File: src/rtl/level_state_ctrl.sv
// level_state_ctrl: level flow FSM (idle/restart/play/dying/win/game over),
// lives counter and optional level timer (enable with LEVEL_TIMER_EN).
//
// Ports:
//   Clk, Reset         - clock, synchronous active-high reset
//   frame_tick         - one-cycle pulse per video frame
//   player1/2_dead     - latched death flags from hazard controller
//   player1/2_at_door  - players inside their exit doors
//   start_key          - start/continue key (level)
//   state              - IDLE=0 RESTART=1 PLAYING=2 DYING=3 WIN=4 GAME_OVER=5
//   level_reset        - clears hazards/players (high in IDLE and RESTART)
//   freeze             - halts player motion outside PLAYING
//   lives              - remaining lives
//   elapsed_sec        - level time in seconds (0 without LEVEL_TIMER_EN)

module level_state_ctrl #(
    parameter int LIVES        = 3,
    parameter int DEATH_FRAMES = 90,
    parameter int DOOR_FRAMES  = 30,
    parameter int RESET_CYCLES = 4,
    parameter int FPS          = 60
) (
    input  logic       Clk,
    input  logic       Reset,
    input  logic       frame_tick,
    input  logic       player1_dead,
    input  logic       player2_dead,
    input  logic       player1_at_door,
    input  logic       player2_at_door,
    input  logic       start_key,
    output logic [2:0] state,
    output logic       level_reset,
    output logic       freeze,
    output logic [1:0] lives,
    output logic [9:0] elapsed_sec
);

    typedef enum logic [2:0] {
        S_IDLE      = 3'd0,
        S_RESTART   = 3'd1,
        S_PLAYING   = 3'd2,
        S_DYING     = 3'd3,
        S_WIN       = 3'd4,
        S_GAME_OVER = 3'd5
    } state_t;

    localparam logic [1:0] LIVES_INIT = 2'(LIVES);
    localparam logic [7:0] RST_LAST   = 8'(RESET_CYCLES - 1);
    localparam logic [7:0] DOOR_LAST  = 8'(DOOR_FRAMES - 1);
    localparam logic [7:0] DEATH_LAST = 8'(DEATH_FRAMES - 1);

    // Elaboration-time range guard on the configuration.
    if (LIVES < 1 || LIVES > 3 || DEATH_FRAMES < 1 || DEATH_FRAMES > 255 ||
        DOOR_FRAMES < 1 || DOOR_FRAMES > 255 || RESET_CYCLES < 1 ||
        RESET_CYCLES > 255 || FPS < 1 || FPS > 255) begin : g_bad_param
        $error("level_state_ctrl: parameter out of range");
    end

    state_t     state_q, state_d;
    logic [1:0] lives_q, lives_d;
    logic [7:0] cyc_cnt_q, cyc_cnt_d;
    logic [7:0] door_cnt_q, door_cnt_d;
    logic [7:0] frm_cnt_q, frm_cnt_d;
    logic       key_q;
    logic       start_edge;
    logic       any_dead;
    logic       both_door;

    assign start_edge = start_key & ~key_q;
    assign any_dead   = player1_dead | player2_dead;
    assign both_door  = player1_at_door & player2_at_door;

    always_comb begin
        state_d    = state_q;
        lives_d    = lives_q;
        cyc_cnt_d  = cyc_cnt_q;
        door_cnt_d = door_cnt_q;
        frm_cnt_d  = frm_cnt_q;
        case (state_q)
            S_IDLE: begin
                if (start_edge) begin
                    lives_d = LIVES_INIT;
                    state_d = S_RESTART;
                end
            end
            S_RESTART: begin
                if (cyc_cnt_q == RST_LAST) begin
                    state_d = S_PLAYING;
                end else begin
                    cyc_cnt_d = cyc_cnt_q + 8'd1;
                end
            end
            S_PLAYING: begin
                // Death wins over a simultaneous final door tick.
                if (any_dead) begin
                    state_d = S_DYING;
                    lives_d = (lives_q == 2'd0) ? 2'd0 : lives_q - 2'd1;
                end else if (frame_tick) begin
                    if (!both_door) begin
                        door_cnt_d = 8'd0;
                    end else if (door_cnt_q == DOOR_LAST) begin
                        state_d = S_WIN;
                    end else begin
                        door_cnt_d = door_cnt_q + 8'd1;
                    end
                end
            end
            S_DYING: begin
                if (frame_tick) begin
                    if (frm_cnt_q == DEATH_LAST) begin
                        state_d = (lives_q == 2'd0) ? S_GAME_OVER : S_RESTART;
                    end else begin
                        frm_cnt_d = frm_cnt_q + 8'd1;
                    end
                end
            end
            S_WIN: begin
                if (start_edge) begin
                    state_d = S_RESTART;
                end
            end
            S_GAME_OVER: begin
                if (start_edge) begin
                    lives_d = LIVES_INIT;
                    state_d = S_RESTART;
                end
            end
            default: begin
                state_d = S_IDLE;
            end
        endcase
        // Every state entry starts its counters from zero.
        if (state_d != state_q) begin
            cyc_cnt_d  = 8'd0;
            door_cnt_d = 8'd0;
            frm_cnt_d  = 8'd0;
        end
    end

    always_ff @(posedge Clk) begin
        if (Reset) begin
            state_q    <= S_IDLE;
            lives_q    <= LIVES_INIT;
            cyc_cnt_q  <= 8'd0;
            door_cnt_q <= 8'd0;
            frm_cnt_q  <= 8'd0;
            key_q      <= 1'b1;
        end else begin
            state_q    <= state_d;
            lives_q    <= lives_d;
            cyc_cnt_q  <= cyc_cnt_d;
            door_cnt_q <= door_cnt_d;
            frm_cnt_q  <= frm_cnt_d;
            key_q      <= start_key;
        end
    end

`ifdef LEVEL_TIMER_EN
    localparam logic [7:0] FPS_LAST = 8'(FPS - 1);

    logic [7:0] frame_cnt_q, frame_cnt_d;
    logic [9:0] sec_q, sec_d;

    always_comb begin
        frame_cnt_d = frame_cnt_q;
        sec_d       = sec_q;
        if (state_q == S_RESTART) begin
            frame_cnt_d = 8'd0;
            sec_d       = 10'd0;
        end else if (state_q == S_PLAYING && frame_tick) begin
            if (frame_cnt_q == FPS_LAST) begin
                frame_cnt_d = 8'd0;
                if (sec_q != 10'd999) begin
                    sec_d = sec_q + 10'd1;
                end
            end else begin
                frame_cnt_d = frame_cnt_q + 8'd1;
            end
        end
    end

    always_ff @(posedge Clk) begin
        if (Reset) begin
            frame_cnt_q <= 8'd0;
            sec_q       <= 10'd0;
        end else begin
            frame_cnt_q <= frame_cnt_d;
            sec_q       <= sec_d;
        end
    end

    assign elapsed_sec = sec_q;
`else
    assign elapsed_sec = 10'd0;
`endif

    assign state       = state_q;
    assign level_reset = (state_q == S_IDLE) || (state_q == S_RESTART);
    assign freeze      = (state_q != S_PLAYING);
    assign lives       = lives_q;

endmodule
File: config.mk
export PLATFORM = sky130hd
export DESIGN_NAME = level_state_ctrl
export DESIGN_NICKNAME = d
export VERILOG_FILES = /design/src/rtl/level_state_ctrl.sv
export SDC_FILE = /design/constraint.sdc
export NUM_CORES = 1
export LEC_CHECK = 0
export CAP_MARGIN = 15
export CORE_ASPECT_RATIO = 1.4
export CORE_MARGIN = 3
export CORE_UTILIZATION = 37
export DETAILED_ROUTE_END_ITERATION = 8
export GPL_ROUTABILITY_DRIVEN = 0
export HOLD_SLACK_MARGIN = 0.15
export SETUP_SLACK_MARGIN = 0.5
export SLEW_MARGIN = 20
export SYNTH_ARGS = -nofsm -noshare
export SYNTH_HDL_FRONTEND = slang
export SYNTH_SLANG_ARGS = --single-unit
export TNS_END_PERCENT = 10
File: constraint.sdc
create_clock -name Clk -period 4.7 [get_ports Clk]
set_input_delay 0.94 -clock Clk [delete_from_list [all_inputs] [get_ports Clk]]
set_output_delay 0.94 -clock Clk [all_outputs]
set_load 0.005 [all_outputs]
==> impl_metrics.toml <==
[status]
status = "finished, final reports clean"

[synth]
synth-edff-count = 0
netlist.area_leader.share = 0.356
synth.distinct_cells = 50
avgSynthCellArea_um2 = 8.92
synth_ff_type = "dfxtp_1"
synth_top_area_cell = "dfxtp_1"
synth_top_family_by_area = "simple AND/OR/NAND/NOR gates"
ys.warnings.count = 0
ys_seq_area_frac = 0.356
synth_cells = 189
synthArstFlopShare = 0
synthSimpleGateAreaFrac = 0.323
synth.area.mux_share = 0.0178
syn_area_um2 = 1690
ys_seq_elements = 30
synth_fa_ha_area_frac = 0.0371
synth_xor_area_frac = 0.104
synth-compound-area-share = 0.0928
ys_top_cells_by_area = "dfxtp_1 36%, nor2_1 8.0%, xnor2_1 6.2%"

[power_and_ir_drop]
p_total_mw = 0.484
p_seq_frac = 0.532
pwr-share-comb = 0.068
p_leak_nw = 0.667
p_sw_frac = 0.236
power.switching_mw = 0.114
p_int_mw = 0.370
ir_drop_mv = 0.157
clock_power_share = 0.400
powerDensity_nw_per_um2 = 254

[sta]
hold_violations = 0
tns_ps = 0
setup_viol = 0
skew_ps = 8.99
fin_crit_ps = 2670
worstMarginPinSlew_ps = 522
rsz0062_at_grt = "false"
fmax_ghz = 0.375
fin_crit_sh = 0.568
slew_headroom = 0.649
slew_viol_final = 0

[global_route]
grt_pass1_wl_um = 5640
grt_use_total = 0.131
antenna_found_initial = 0
grt_pass1_vias = 1287
overflow = 0
grt_max_degree = 19

[floorplan]
core_area_um2 = 4310
die_area_um2 = 5410
die_y_um = 85.9
die_w_um = 63.0
start_util = 0.391
io_pins = 25
rows = 28

[worst_hold_path]
min_from = "lives[1]$_SDFFE_PP1P_"
hold_class = "reg2reg"

[cts]
holdBufCountCts = 0
htree_levels = 2
post-cts-setup-buffers = 0
clock_path_buffers = 2
path_clk_slew_ps = 70
clk_latency_ps = 280
root_buffer = "clkbuf_8"
cts_resized = 0
cts_tree = "yes"
numCtsBuffers = 5
cts_num_sinks = 30

[layout]
fin_area_um2 = 1910
instances_no_fill = 266
diodes = 0
finalNetCount = 219
area_growth_syn_to_layout_pct = 13.2
drive_gt1_frac = 0.112

[run]
drv_cap = 0

[setup_path]
critPathKind = "in2reg"
startpoint = "frame_tick"
crit_required_ps = 4860
cp.arrival_ps = 2820
critPathMaxFanout = 6
r2r_start = "door_cnt_q[0]$_SDFFE_PP0P_"
worstSetupStartpointType = "primary input"
cp-end-kind = "register"

[placement]
dp_cells = 259
hpwl_um = 2430
io_buffers = 14
dpl_cell_area_um2 = 1830

[detailed_routing]
antenna_left = 0
first_pass_iters = 4
routed_wl_um = 3260
vias_per_cell = 4.93
routedWlPerCell_um = 12.2
vias = 1311
drt_first_iter_violations = 25
drcViolationCount = 0
routing by layer:
layer	vias up	routed length (um)	track usage
li1	682	-	-
met2	18	1670	0.239
met1	605	1420	0.138
met3	6	105	0.0367
met4	0	63	0.0602
met5	-	0	0
cell families after synthesis:
kind of cell | after synthesis
simple gates | 96
other cells | 1
compound gates | 19
buf+inv | 15
mux | 3
fa+ha+maj | 5
flops | 30
xor+xnor | 20
cells in the mapped netlist, types with 3 or more instances:
master	count
xnor2_1	12
buf_4	11
dfxtp_1	30
nor4_1	3
mux2i_1	3
nand2_1	14
ha_1	5
nor3_1	4
a21oi_1	3
nand4_1	8
nand3_1	6
xor2_1	8
nand2b_1	3
nor2_1	36
critical path, cell delays in order:
cell and delay, ps:
clkdlybuf4s50_1 530, or4b_2 590, o21bai_1 170, o211ai_1 170
nand4_1 320, nor2_1 90
final timing paths:
path	end	slack [ps]	depth (start not counted)
hold / removal	lives[1]$_SDFFE_PP1P_	500	2
setup reg to reg	door_cnt_q[6]$_SDFFE_PP0P_	2590	6
hold reg to reg	lives[1]$_SDFFE_PP1P_	500	2
setup / recovery	door_cnt_q[6]$_SDFFE_PP0P_	2030	6
registers in the layout (all words and copies together), names as in the netlist:
| signal | cells |
|---|---|
| cyc_cnt_q | 8 |
| door_cnt_q | 8 |
| frm_cnt_q | 8 |
| key_q | 1 |
| lives | 2 |
| state | 3 |
layout make-up:
class | instances | area [um^2]
inverter | 2 | 7.51
fill | 440 | 2400
clock inverter | 2 | 10.0
clock buffer | 5 | 68.8
multi-input combinational | 153 | 1010
timing repair buffer | 14 | 140
sequential | 30 | 601
tap | 60 | 75.1
through the flow:
stage	utilization	setup WS [ps]	hold WS, ps
2_1_floorplan	-	2460	482
6_report	0.443	2030	499
5_1_grt	0.443	1970	551
3_3_place_gp	0.425	1790	488
4_1_cts	0.443	2040	505
3_5_place_dp	0.425	1750	498
cells in the final DEF, fill, tap and decap left out, drive strengths merged, types with 3 or more instances in the layout:
cell           instances
nor2                  37
dfxtp                 30
nand2                 14
clkdlybuf4s50         14
xnor2                 12
conb                  10
nand4                  8
xor2                   8
nand3                  6
ha                     5
clkbuf                 5
nor4                   5
nor3                   4
a21oi                  3
nand2b                 3
mux2i                  3
nor3b                  3
power by group through the flow:
| stage | Sequential [mW] | Combinational, mW | Clock, mW |
|---|---|---|---|
| after floorplan | 0.263 | 0.0277 | 0 |
| after global placement | 0.263 | 0.0329 | 0 |
| after detailed placement | 0.263 | 0.0331 | 0 |
| after CTS | 0.258 | 0.0331 | 0.201 |
| after global routing | 0.258 | 0.0362 | 0.211 |
| final | 0.258 | 0.0328 | 0.194 |
(Power assumes the default switching activity.)
